[config.mk]
export PLATFORM = sky130hd
export DESIGN_NAME = sipo_frame_deserializer
export DESIGN_NICKNAME = d
export VERILOG_FILES = /design/src/rtl/audio_serial_pkg.sv /design/src/rtl/sipo_word_shifter.sv /design/src/rtl/sipo_frame_deserializer.sv
export SDC_FILE = /design/constraint.sdc
export NUM_CORES = 1
export LEC_CHECK = 0
export CORE_UTILIZATION = 35
export CTS_BUF_LIST = sky130_fd_sc_hd__clkbuf_8
export DETAILED_ROUTE_END_ITERATION = 10
export PLACE_DENSITY = 0.57
export SYNTH_ARGS = -nofsm -noshare
export SYNTH_HDL_FRONTEND = slang
export SYNTH_HIERARCHICAL = 1
export SYNTH_SLANG_ARGS = --single-unit
[constraint.sdc]
create_clock -name clk -period 2.82 [get_ports clk]
set_input_delay 0.564 -clock clk [delete_from_list [all_inputs] [get_ports clk]]
set_output_delay 0.564 -clock clk [all_outputs]
set_load 0.05 [all_outputs]
[src/rtl/audio_serial_pkg.sv]
// Shared definitions for the framed audio serial receive path:
// FSM state encoding, default frame geometry and the frame-width helper.
package audio_serial_pkg;

    typedef enum logic [0:0] {
        ST_HUNT  = 1'b0,
        ST_SHIFT = 1'b1
    } state_e;

    localparam int DEF_WIDTH    = 24;
    localparam int DEF_CHANNELS = 2;

    function automatic int frame_w(input int channels, input int width);
        return channels * width;
    endfunction

endpackage

[src/rtl/sipo_word_shifter.sv]
// WIDTH-bit serial word shifter with bit-order select. load_first restarts the
// word from the current bit; word_done flags the bit that completes a word.
module sipo_word_shifter
    import audio_serial_pkg::*;
#(
    parameter int WIDTH     = DEF_WIDTH,
    parameter bit MSB_FIRST = 1'b1
) (
    input  logic             clk,
    input  logic             rstn,
    input  logic             shift_en,
    input  logic             load_first,
    input  logic             last_bit,
    input  logic             sdata,
    output logic [WIDTH-1:0] word_next,
    output logic             word_done
);

    logic [WIDTH-1:0] word_r;
    logic [WIDTH-1:0] base_s;

    // Next word value: shift the new bit into either the current word or a cleared one
    always_comb begin
        base_s    = {WIDTH{1'b0}};
        word_next = {WIDTH{1'b0}};
        if (load_first) begin
            base_s = {WIDTH{1'b0}};
        end else begin
            base_s = word_r;
        end
        if (MSB_FIRST) begin
            word_next = {base_s[WIDTH-2:0], sdata};
        end else begin
            word_next = {sdata, base_s[WIDTH-1:1]};
        end
        word_done = shift_en & ~load_first & last_bit;
    end

    // Shift register state
    always_ff @(posedge clk) begin
        if (!rstn) begin
            word_r <= {WIDTH{1'b0}};
        end else if (shift_en) begin
            word_r <= word_next;
        end else begin
            word_r <= word_r;
        end
    end

endmodule

[src/rtl/sipo_frame_deserializer.sv]
// Framed serial-to-parallel deserializer with sync hunting, valid/ready output
// and sticky overflow. Define SIPO_FRAME_CNT_EN to add the frame_cnt output.
module sipo_frame_deserializer
    import audio_serial_pkg::*;
#(
    parameter int WIDTH     = DEF_WIDTH,
    parameter int CHANNELS  = DEF_CHANNELS,
    parameter bit MSB_FIRST = 1'b1
) (
    input  logic                      clk,
    input  logic                      rstn,
    input  logic                      sdata,
    input  logic                      bit_en,
    input  logic                      sync,
    output logic [CHANNELS*WIDTH-1:0] out_data,
    output logic                      out_valid,
    input  logic                      out_ready,
    output logic                      overflow,
    input  logic                      ovf_clr,
    output logic                      sync_err
`ifdef SIPO_FRAME_CNT_EN
    ,
    output logic [15:0]               frame_cnt
`endif
);

    localparam int FRAME_W = frame_w(CHANNELS, WIDTH);
    localparam int BW      = $clog2(WIDTH + 1);
    localparam int CW      = $clog2(CHANNELS + 1);
    localparam logic [BW-1:0] BIT_LAST = BW'(WIDTH - 1);
    localparam logic [CW-1:0] CH_LAST  = CW'(CHANNELS - 1);

    state_e               state_r, state_n;
    logic [BW-1:0]        bit_cnt_r, bit_cnt_n;
    logic [CW-1:0]        ch_cnt_r, ch_cnt_n;
    logic [FRAME_W-1:0]   frame_buf_r, frame_buf_n;
    logic [FRAME_W-1:0]   frame_next_s;
    logic [FRAME_W-1:0]   out_data_r, out_data_n;
    logic                 out_valid_r, out_valid_n;
    logic                 overflow_r, overflow_n;
    logic                 sync_err_r;
    logic                 err_s;
    logic                 complete_s;
    logic                 deliver_s;
    logic                 drop_s;
    logic                 boundary_s;
    logic                 sh_shift_s;
    logic                 sh_load_s;
    logic [WIDTH-1:0]     word_s;
    logic                 word_done_s;

    sipo_word_shifter #(
        .WIDTH     (WIDTH),
        .MSB_FIRST (MSB_FIRST)
    ) u_shifter (
        .clk        (clk),
        .rstn       (rstn),
        .shift_en   (sh_shift_s | sh_load_s),
        .load_first (sh_load_s),
        .last_bit   (bit_cnt_r == BIT_LAST),
        .sdata      (sdata),
        .word_next  (word_s),
        .word_done  (word_done_s)
    );

    // Frame buffer with the word being finished dropped into its channel slot
    always_comb begin
        frame_next_s = frame_buf_r;
        for (int k = 0; k < CHANNELS; k++) begin
            if (ch_cnt_r == CW'(k)) begin
                frame_next_s[k*WIDTH +: WIDTH] = word_s;
            end else begin
                frame_next_s[k*WIDTH +: WIDTH] = frame_buf_r[k*WIDTH +: WIDTH];
            end
        end
    end

    // Framing FSM: hunting, bit/channel counting, sync checking
    always_comb begin
        state_n     = state_r;
        bit_cnt_n   = bit_cnt_r;
        ch_cnt_n    = ch_cnt_r;
        frame_buf_n = frame_buf_r;
        sh_shift_s  = 1'b0;
        sh_load_s   = 1'b0;
        err_s       = 1'b0;
        complete_s  = 1'b0;
        // Counters both at zero inside SHIFT only happen right after a completed frame
        boundary_s  = (bit_cnt_r == {BW{1'b0}}) && (ch_cnt_r == {CW{1'b0}});
        case (state_r)
            ST_HUNT: begin
                if (bit_en && sync) begin
                    sh_load_s = 1'b1;
                    bit_cnt_n = BW'(1);
                    ch_cnt_n  = {CW{1'b0}};
                    state_n   = ST_SHIFT;
                end else begin
                    state_n = ST_HUNT;
                end
            end
            ST_SHIFT: begin
                if (!bit_en) begin
                    state_n = ST_SHIFT;
                end else if (sync) begin
                    sh_load_s = 1'b1;
                    bit_cnt_n = BW'(1);
                    ch_cnt_n  = {CW{1'b0}};
                    err_s     = ~boundary_s;
                end else if (boundary_s) begin
                    err_s   = 1'b1;
                    state_n = ST_HUNT;
                end else begin
                    sh_shift_s = 1'b1;
                    if (word_done_s) begin
                        bit_cnt_n   = {BW{1'b0}};
                        frame_buf_n = frame_next_s;
                        if (ch_cnt_r == CH_LAST) begin
                            ch_cnt_n   = {CW{1'b0}};
                            complete_s = 1'b1;
                        end else begin
                            ch_cnt_n = ch_cnt_r + CW'(1);
                        end
                    end else begin
                        bit_cnt_n = bit_cnt_r + BW'(1);
                    end
                end
            end
            default: begin
                state_n = ST_HUNT;
            end
        endcase
    end

    // Output handshake and overflow bookkeeping
    always_comb begin
        deliver_s   = complete_s & (~out_valid_r | out_ready);
        drop_s      = complete_s & out_valid_r & ~out_ready;
        out_data_n  = out_data_r;
        out_valid_n = out_valid_r;
        overflow_n  = overflow_r;
        if (deliver_s) begin
            out_data_n  = frame_next_s;
            out_valid_n = 1'b1;
        end else if (out_valid_r && out_ready) begin
            out_valid_n = 1'b0;
        end else begin
            out_valid_n = out_valid_r;
        end
        if (drop_s) begin
            overflow_n = 1'b1;
        end else if (ovf_clr) begin
            overflow_n = 1'b0;
        end else begin
            overflow_n = overflow_r;
        end
    end

    // State and output registers
    always_ff @(posedge clk) begin
        if (!rstn) begin
            state_r     <= ST_HUNT;
            bit_cnt_r   <= {BW{1'b0}};
            ch_cnt_r    <= {CW{1'b0}};
            frame_buf_r <= {FRAME_W{1'b0}};
            out_data_r  <= {FRAME_W{1'b0}};
            out_valid_r <= 1'b0;
            overflow_r  <= 1'b0;
            sync_err_r  <= 1'b0;
        end else begin
            state_r     <= state_n;
            bit_cnt_r   <= bit_cnt_n;
            ch_cnt_r    <= ch_cnt_n;
            frame_buf_r <= frame_buf_n;
            out_data_r  <= out_data_n;
            out_valid_r <= out_valid_n;
            overflow_r  <= overflow_n;
            sync_err_r  <= err_s;
        end
    end

`ifdef SIPO_FRAME_CNT_EN
    logic [15:0] frame_cnt_r;

    // Delivered-frame counter, wraps naturally at 16 bits
    always_ff @(posedge clk) begin
        if (!rstn) begin
            frame_cnt_r <= 16'h0000;
        end else if (deliver_s) begin
            frame_cnt_r <= frame_cnt_r + 16'h0001;
        end else begin
            frame_cnt_r <= frame_cnt_r;
        end
    end

    assign frame_cnt = frame_cnt_r;
`endif

    assign out_data  = out_data_r;
    assign out_valid = out_valid_r;
    assign overflow  = overflow_r;
    assign sync_err  = sync_err_r;

endmodule

Word level (Yosys, flattened, before mapping)
Index checks and enable logic that the tools add are counted.
{ "classes": {"addsub": 2, "eq_ne": 6, "mux": 39, "n_bitwise": 13, "n_reduce_logical": 11} }
{ "op_table": {"columns": ["operator", "count"], "rows": [
  ["24-bit two-way mux", 2],
  ["5-bit two-way mux", 5],
  ["23-bit two-way mux", 1],
  ["1-bit two-way mux", 21],
  ["2-bit two-way mux", 6],
  ["5-bit case mux with 2 select lines", 1],
  ["1-bit NOT", 6],
  ["3-bit AND reduction", 2],
  ["5-bit by 1-bit adder with 5-bit output, second input constant", 1],
  ["1-bit AND", 5],
  ["5-bit == test, second input constant", 1],
  ["5-bit logical NOT", 1],
  ["5-bit AND reduction", 1],
  ["2-bit inequality test, second input constant", 2],
  ["1-bit case mux with 2 select lines", 2],
  ["2-bit case mux with 2 select lines", 1],
  ["4-bit AND reduction", 1],
  ["2-bit nonzero test", 2],
  ["1-bit logical AND", 3],
  ["3-bit by 2-bit inequality test with 1-bit output, second input constant", 1],
  ["3-bit inequality test, second input constant", 1],
  ["2-bit by 1-bit adder with 2-bit output, second input constant", 1],
  ["2-bit by 1-bit == test with 1-bit output, second input constant", 1],
  ["2-bit logical NOT", 1],
  ["1-bit OR", 2]
]} }
{ "word_totals": {"ff_bits": 130, "inputBits": 7, "out_inout_bits": 51, "elab_cells": 80} }

Logic depth before layout (Yosys ltp)
Gate-level depths: netlist of the first run.
{ "depth": {"depth_word": 17, "depth_mapped": 15, "mapped_depth_nobuf": 12} }

Cells and area by module
Netlist of the first run, hierarchy kept.
{ "by_module_without_submodules": {"columns": ["module", "n_inst", "cells_each", "area_per_inst_um2", "seq_area_each_um2"], "rows": [
  ["sipo_frame_deserializer", 1, 424, 3618.5, 1661.6],
  ["sipo_word_shifter", 1, 103, 1038.5, 460.4]
]} }

Worst setup path before layout of the first run
OpenSTA, ideal clock, no wires.
{ "synth_timing": {"path_kind": "register -> register", "startpoint": "reg bit_cnt_r[0]", "endpoint": "reg out_data_r[24], in the netlist out_data[24]", "setup_ps": 118, "t_arrival_ps": 2703, "t_required_ps": 2702, "slack_ps": 0, "path_stages_with_launch": 16, "n_path_buf": 3, "synth_period_minus_slack_ps": 2820, "path_cell_list": "dfxtp_1 inv_1 ha_1 nor4b_4 nand2_2 ha_1 a21oi_1 nor2b_1 buf_4 and3b_1 nand3_2 or4_1 buf_2 buf_6 nand2_1 a21boi_1"} }
{ "synth_between": {"elab_chain_len": 15, "elab_cells_between_ends": 16, "classes_between": "eq/ne (1); mux (9); bitwise (4); reduce/logical (2)"} }
{ "synth_rtl": {"columns": ["element", "line_no", "text"], "rows": [
  ["from (decl)", "sipo_frame_deserializer.sv:34", "logic [BW-1:0] bit_cnt_r, bit_cnt_n;"],
  ["from (signal assigned)", "sipo_frame_deserializer.sv:162", "bit_cnt_r <= {BW{1'b0}};"],
  ["from (signal assigned)", "sipo_frame_deserializer.sv:171", "bit_cnt_r <= bit_cnt_n;"],
  ["5-bit logical NOT", "sipo_frame_deserializer.sv:89", "boundary_s = (bit_cnt_r == {BW{1'b0}}) && (ch_cnt_r == {CW{1'b0}});"],
  ["1-bit logical AND", "sipo_frame_deserializer.sv:89", null],
  ["1-bit two-way mux", "sipo_frame_deserializer.sv:109", "end else if (boundary_s) begin"],
  ["1-bit two-way mux", "sipo_frame_deserializer.sv:104", "end else if (sync) begin"],
  ["1-bit two-way mux", "sipo_frame_deserializer.sv:102", "if (!bit_en) begin"],
  ["1-bit two-way mux", "sipo_frame_deserializer.sv:90", "case (state_r)"],
  ["1-bit OR", "sipo_frame_deserializer.sv:58", ".shift_en (sh_shift_s | sh_load_s),"],
  ["1-bit AND", "sipo_word_shifter.sv:36", "word_done = shift_en & ~load_first & last_bit;"],
  ["1-bit AND (*)", "sipo_word_shifter.sv:36", null],
  ["via word_done_s", "sipo_frame_deserializer.sv:50", "logic word_done_s;"],
  ["1-bit two-way mux (*)", "sipo_frame_deserializer.sv:114", "if (word_done_s) begin"],
  ["1-bit two-way mux (*)", "sipo_frame_deserializer.sv:109", null],
  ["1-bit two-way mux (*)", "sipo_frame_deserializer.sv:104", null],
  ["1-bit two-way mux (*)", "sipo_frame_deserializer.sv:102", null],
  ["1-bit two-way mux (*)", "sipo_frame_deserializer.sv:90", null],
  ["1-bit AND (*)", "sipo_frame_deserializer.sv:136", "deliver_s = complete_s & (~out_valid_r | out_ready);"],
  ["to (signal assigned)", "sipo_frame_deserializer.sv:165", "out_data_r <= {FRAME_W{1'b0}};"],
  ["to (signal assigned)", "sipo_frame_deserializer.sv:174", "out_data_r <= out_data_n;"],
  ["to (decl)", "sipo_frame_deserializer.sv:38", "logic [FRAME_W-1:0] out_data_r, out_data_n;"]
]} }
Mark *: on every way through the listed nets, which the timed path passes. The rest lies on a longest branch.
A chain may end at the register's enable or synchronous reset.

Worst setup path in the final report of the first run
{ "layout_timing": {"startpoint": "reg bit_cnt_r[0]", "endpoint": "reg out_data_r[36], in the netlist out_data[36]"} }
The elaborated chain is that of the path after synthesis.

==> impl_metrics.json, run 1 <==
{
  "internal-power_mw": 1.94,
  "post-route-period-util": 0.916,
  "fin_util": 0.430,
  "antenna_left": 0,
  "cts_setup_buffers": 0,
  "wl_um": 10700,
  "final_nets": 573,
  "core_um2": 12800,
  "io_pins": 58,
  "start_kind": "register",
  "slew_viol_final": 0,
  "synth-edff-count": 0,
  "dieArea_um2": 13800,
  "cts.htree.levels": 3,
  "grt_max_degree": 62,
  "drt-initial-drc-count": 252,
  "nFillCells": 1241,
  "rsz0062_at_grt": "no",
  "synth.avg_cell_area_um2": 8.84,
  "finalWorstSetupSlack_ns": 0.238,
  "clock_latency_ns": 0.36,
  "cts_buffer_depth": 2,
  "place_congestion": 0.775,
  "synth_area_um2": 4660,
  "max_cap_violations": 0,
  "rows": 41,
  "ys.flop_type": "dfxtp_1",
  "placed_cells": 723,
  "cpMostUsedCell": "ha_1",
  "via_count": 3731,
  "cts.sink_count": 106,
  "end_kind": "register",
  "first_pass_iters": 4,
  "cts.root.buffer_cell": "clkbuf_8",
  "power_switching_mw": 0.597,
  "endpoint": "out_data[36]",
  "wl_per_cell_um": 14.4,
  "fin_worst_skew_ns": 0.00964,
  "r2r_slack_ns": 0.24,
  "p_leak_nw": 2.18,
  "io_buffer_count": 57,
  "ys_ff_latch": 106,
  "reg2reg_to": "out_data[36]",
  "area_delta_synth_final_pct": 17.9,
  "rr_worst_depth": 13,
  "clk_pin_slew_worst_paths_ns": 0.11,
  "diodes": 0,
  "p_per_area_nw_per_um2": 463,
  "worstMarginPinSlew_ns": 0.576,
  "fin_cells": 739,
  "critPathRequiredTime_ns": 3.07,
  "fp.dieW_um": 117,
  "critPathArrivalTime_ns": 2.83,
  "syn_nets": 538,
  "ys_warn_count": 6,
  "max_slew_margin": 0.616,
  "cp_max_fo": 13,
  "cp-startpoint": "bit_cnt_r[0]",
  "slowest_delay_ns": 0.44,
  "tritoncts": "built",
  "grt_pass1_vias": 3652,
  "drc_errors": 0,
  "max_freq_ghz": 0.387,
  "holdBufCountCts": 0,
  "worst_hold_slack_ns": 0.452,
  "gr-total-overflow": 0,
  "dp_worst_setup_slack_ns": 0.0655,
  "status": "finished, final reports clean",
  "finalSetupTns_ns": 0,
  "finalSetupViolCount": 0,
  "pwr-share-clk": 0.371,
  "hold_violations": 0,
  "grt_util_all_layers": 0.161,
  "criticalPathCategory": "reg2reg",
  "avgViaCountPerCell": 5.05,
  "crit_chain": "inv_1 -> ha_1 -> nor4b_4 -> nand2_2 -> ha_1 -> a21oi_1 -> nor2b_2 -> and3b_2 -> nand3_2 -> or4_1 -> buf_4 -> nand2_1 -> a21boi_0",
  "antenna_found_initial": 0,
  "drive_gt1_frac": 0.0705,
  "dp_hpwl_um": 6640,
  "ctsResizeCount": 0,
  "yosysUniqueCellTypes": 45,
  "r2r_start": "bit_cnt_r[0]",
  "slowest_stage": "or4_1",
  "layout_min_cycle_time_ns": 2.58,
  "fp.dieH_um": 117,
  "switching_share": 0.235,
  "async_reset_ff_frac": 0,
  "synth_seq_area_share": 0.456,
  "ir_drop_v": 0.000248,
  "synthCells": 527,
  "numCtsBuffers": 9,
  "start_util": 0.365,
  "hp-class": "reg2reg",
  "grt_pass1_wl_um": 18200,
  "p_comb_frac": 0.037,
  "power_frac_seq": 0.592
}
[sequential cells by signal (all words and copies together) (netlist names)]
register          flops
out_data             48
out_valid             1
sync_err              1
ch_cnt_r              2
frame_buf_r          24
overflow              1
bit_cnt_r             5
u_shifter/word_r     23
state_r               1
[Yosys cell counts (2+ instances only)]
cell | number | share of area
dfxtp_1 | 106 | 0.46
nand2_1 | 102 | 0.082
nand3_1 | 51 | 0.055
nor2b_1 | 46 | 0.062
o21ai_0 | 41 | 0.044
o211a_1 | 25 | 0.054
a21boi_1 | 23 | 0.037
a22o_1 | 22 | 0.041
clkbuf_1 | 22 | 0.018
buf_6 | 12 | 0.029
o21ai_1 | 10 | 0.011
buf_2 | 7 | 0.0075
buf_4 | 7 | 0.011
inv_1 | 6 | 0.0048
a21oi_1 | 4 | 0.0043
ha_1 | 4 | 0.011
nor2_1 | 4 | 0.0032
nand2b_1 | 3 | 0.0040
a21boi_0 | 2 | 0.0032
and2_1 | 2 | 0.0027
and2b_1 | 2 | 0.0032
and3_1 | 2 | 0.0027
nand3b_1 | 2 | 0.0032
[how the worst min path moves through the flow]
stage | from | end | slack, ns | depth (start not counted)
CTS | out_data[25] | out_data[25] | 0.46 | 2
global placement | frame_buf_r[22] | frame_buf_r[22] | 0.43 | 2
finish | out_data[25] | out_data[25] | 0.45 | 2
global route | frame_buf_r[3] | frame_buf_r[3] | 0.48 | 2
floorplan | frame_buf_r[10] | frame_buf_r[10] | 0.42 | 2
detailed placement | out_data[25] | out_data[25] | 0.44 | 2
[placed cells by master, fill, tap and decap left out, types with 8 or more instances in the layout]
cell type	count
dfxtp_1	106
nand2_1	102
clkdlybuf4s50_1	56
nand3_1	51
nor2b_1	45
o21ai_0	41
o211a_1	25
a21boi_1	23
a22o_1	22
buf_4	13
o21ai_1	10
clkbuf_8	9
inv_1	8
[worst max-delay path: cells and delay by family (launching register included)]
kind	cells	cell delay [ns]
adder cells (fa/ha/maj)	2	0.34
AO/OA/AOI/OAI	2	0.15
buffers and inverters	2	0.28
AND/OR/NAND/NOR	7	1.27
flip-flops	1	0.43
[cell families after synthesis]
family / Yosys count / share of synthesized area
simple gates: 228 / 0.254
compound gates: 134 / 0.207
flops: 106 / 0.456
buf+inv: 54 / 0.0704
fa+ha+maj: 4 / 0.0107
mux: 1 / 0.00215
[final cells by class]
class,instances,area [um^2],share of cell area
clock buffer,9,124,0.0226
clock inverter,7,68.8,0.0125
inverter,6,22.5,0.00410
multi-input combinational,367,2220,0.404
sequential,106,2120,0.387
tap,172,215,0.0392
timing repair buffer,72,718,0.131
[per-stage QoR]
stage | area (um^2) | power (mW)
detailed placement | 5300 | 1.63
CTS | 5490 | 2.57
global route | 5490 | 2.64
finish | 5490 | 2.54
global placement | 5300 | 1.63
floorplan | 4660 | 1.61
[per-layer routing]
layer	track usage	routed length, um
met1	0.227	5410
met2	0.244	4790
met3	0.0311	339
met4	0.0568	124
met5	0	0
[power by group through the flow]
stage / clock [mW] / sequential [mW] / combinational, mW
global route: 1.03 / 1.50 / 0.103
CTS: 0.971 / 1.50 / 0.0940
finish: 0.943 / 1.50 / 0.0932
global placement: 0 / 1.54 / 0.0921
detailed placement: 0 / 1.54 / 0.0935
floorplan: 0 / 1.54 / 0.0674
Note: power is estimated with default switching activity, not from simulation.
==> run 2, diff against run 1 <==
--- a/config.mk
+++ b/config.mk
@@ -8,7 +8,9 @@
 export CORE_UTILIZATION = 35
 export CTS_BUF_LIST = sky130_fd_sc_hd__clkbuf_8
 export DETAILED_ROUTE_END_ITERATION = 10
+export HOLD_SLACK_MARGIN = 0.03
 export PLACE_DENSITY = 0.57
+export SKIP_CTS_REPAIR_TIMING = 1
 export SYNTH_ARGS = -nofsm -noshare
 export SYNTH_HDL_FRONTEND = slang
 export SYNTH_HIERARCHICAL = 1
==> results of run 2 <==
No change in the layout: final DEF, timing and power equal those of run 1.
==> run 3, diff against run 2 <==
--- a/config.mk
+++ b/config.mk
@@ -9,7 +9,7 @@
 export CTS_BUF_LIST = sky130_fd_sc_hd__clkbuf_8
 export DETAILED_ROUTE_END_ITERATION = 10
 export HOLD_SLACK_MARGIN = 0.03
-export PLACE_DENSITY = 0.57
+export PLACE_DENSITY = 0.55
 export SKIP_CTS_REPAIR_TIMING = 1
 export SYNTH_ARGS = -nofsm -noshare
 export SYNTH_HDL_FRONTEND = slang
==> constraint.sdc (replaced) <==
create_clock -name clk -period 2.5 [get_ports clk]
set_input_delay 0.5 -clock clk [delete_from_list [all_inputs] [get_ports clk]]
set_output_delay 0.5 -clock clk [all_outputs]
set_load 0.05 [all_outputs]
==> run 3 against run 2 <==
Register-to-register slack worse by 0.17 ns; clock power is 4.5% higher; highest routed layer unchanged; fmax is 6.1% higher; worst hold slack is essentially flat.
==> impl_metrics.json, run 3 (synthesized netlist as in run 1, its figures left out) <==
{
  "status": "finished, final reports clean",
  "finalSetupTns_ns": 0,
  "slew_viol_final": 0,
  "fp.dieH_um": 117,
  "fin_util": 0.452,
  "worst_hold_slack_ns": 0.452,
  "layout_common_cells": "dfxtp_1 (104), nand2_1 (102), clkdlybuf4s50_1 (56)",
  "regArea_um2": 2130,
  "grt_pass1_wl_um": 18100,
  "rows": 41,
  "diodes": 0,
  "max_cap_violations": 0,
  "drive_gt1_frac": 0.140,
  "dieArea_um2": 13800,
  "end_kind": "register",
  "fin_worst_skew_ns": 0.0157,
  "finalSetupViolCount": 0,
  "wl_per_cell_um": 14.7,
  "area_delta_synth_final_pct": 24.0,
  "holdPathEnd": "frame_buf_r[21]",
  "critPathArrivalTime_ns": 2.74,
  "rr_worst_depth": 15,
  "critPathRequiredTime_ns": 2.81,
  "grt_max_degree": 49,
  "p_per_area_nw_per_um2": 485,
  "p_leak_nw": 2.26,
  "gr-total-overflow": 0,
  "power_mw": 2.80,
  "via_count": 3808,
  "antenna_found_initial": 0,
  "multi_input_area_um2": 2350,
  "min_from": "frame_buf_r[21]",
  "start_util": 0.365,
  "place_congestion": 0.754,
  "core_um2": 12800,
  "grt_util_all_layers": 0.161,
  "avgViaCountPerCell": 5.06,
  "max_slew_margin": 0.631,
  "largest_reg_flops": 48,
  "antenna_left": 0,
  "layout_min_cycle_time_ns": 2.43,
  "clk_pin_slew_worst_paths_ns": 0.10,
  "r2r_slack_ns": 0.07,
  "start_kind": "register",
  "first_pass_iters": 4,
  "drc_errors": 0,
  "drt-initial-drc-count": 179,
  "cts.htree.levels": 3,
  "dp_hpwl_um": 6820,
  "rsz0062_at_grt": "yes",
  "io_buffer_count": 57,
  "cts.sink_count": 106,
  "clock_latency_ns": 0.38,
  "cts_buffer_depth": 2,
  "cp_max_fo": 6,
  "numCtsBuffers": 9,
  "grt_pass1_vias": 3658,
  "final_nets": 586,
  "final_common_cell": "dfxtp_1",
  "nFillCells": 1234,
  "io_pins": 58,
  "post-route-period-util": 0.974,
  "r2r_start": "bit_cnt_r[0]",
  "fp.dieW_um": 117,
  "tritoncts": "built",
  "cts.root.buffer_cell": "clkbuf_8",
  "ir_drop_v": 0.000270,
  "criticalPathCategory": "reg2reg",
  "worstMarginPinSlew_ns": 0.551,
  "hp-class": "reg2reg",
  "hold_violations": 0,
  "max_freq_ghz": 0.411,
  "hold_path_depth": 2,
  "wl_um": 11100,
  "reg2reg_to": "frame_buf_r[14]"
}
-- run 3: changes by cell type in the layout (fill, tap and decap cells not counted), moves of 6 or more --
cell	previous run	this run
nand3_1	51	33
nand3_2	1	19
o21ai_0	41	29
o21ai_1	10	20
buf_4	13	19
-- run 3: worst max-delay path, stage by stage (launching register included) --
cell and delay [ns]:
dfxtp_4 0.38, inv_4 0.03, ha_4 0.14, nor4b_4 0.13, nand2_2 0.11, ha_4 0.14, a21oi_2 0.05, nor2b_2 0.13
and3b_2 0.25, nand3_2 0.09, buf_6 0.13, nor4b_4 0.25, buf_6 0.20, clkbuf_16 0.17, nand3_2 0.06, o21ai_1 0.10
-- run 3: how the worst max path moves through the flow --
stage	start	to
2_1_floorplan	bit_cnt_r[0]	out_data[25]
3_3_place_gp	sync	frame_buf_r[13]
3_5_place_dp	sync	frame_buf_r[4]
4_1_cts	bit_cnt_r[0]	frame_buf_r[4]
5_1_grt	bit_cnt_r[0]	frame_buf_r[10]
6_report	bit_cnt_r[0]	frame_buf_r[14]
-- run 3: metrics by stage --
step                      setup WS [ns]  cells  instance area, um^2
after global placement           -0.140    728                 5340
after floorplan                 -0.0793    527                 4690
after global routing            -0.0488    752                 5770
final                            0.0653    752                 5770
after detailed placement         -0.197    728                 5340
after CTS                        0.0544    744                 5520
-- run 3: power by group --
group | internal, mW | switching, mW | leakage, nW
clock | 0.390 | 0.596 | 0.0924
combinational | 0.0426 | 0.0773 | 1.32
sequential | 1.69 | 0.00437 | 0.855
-- run 3: layout make-up --
cell class | count | share of cell area
Clock inverter | 6 | 0.00694
Clock buffer | 10 | 0.0238
Sequential cell | 106 | 0.368
Timing Repair Buffer | 85 | 0.153
Inverter | 6 | 0.00433
Multi-Input combinational cell | 367 | 0.406
Tap cell | 172 | 0.0373
-- run 3: per-layer routing --
layer	share of wire	vias to the layer above	GRT usage
met5	0	-	0
met4	0.012	0	0.0446
met3	0.042	13	0.0457
met2	0.46	69	0.251
met1	0.49	1815	0.215
li1	-	1911	-
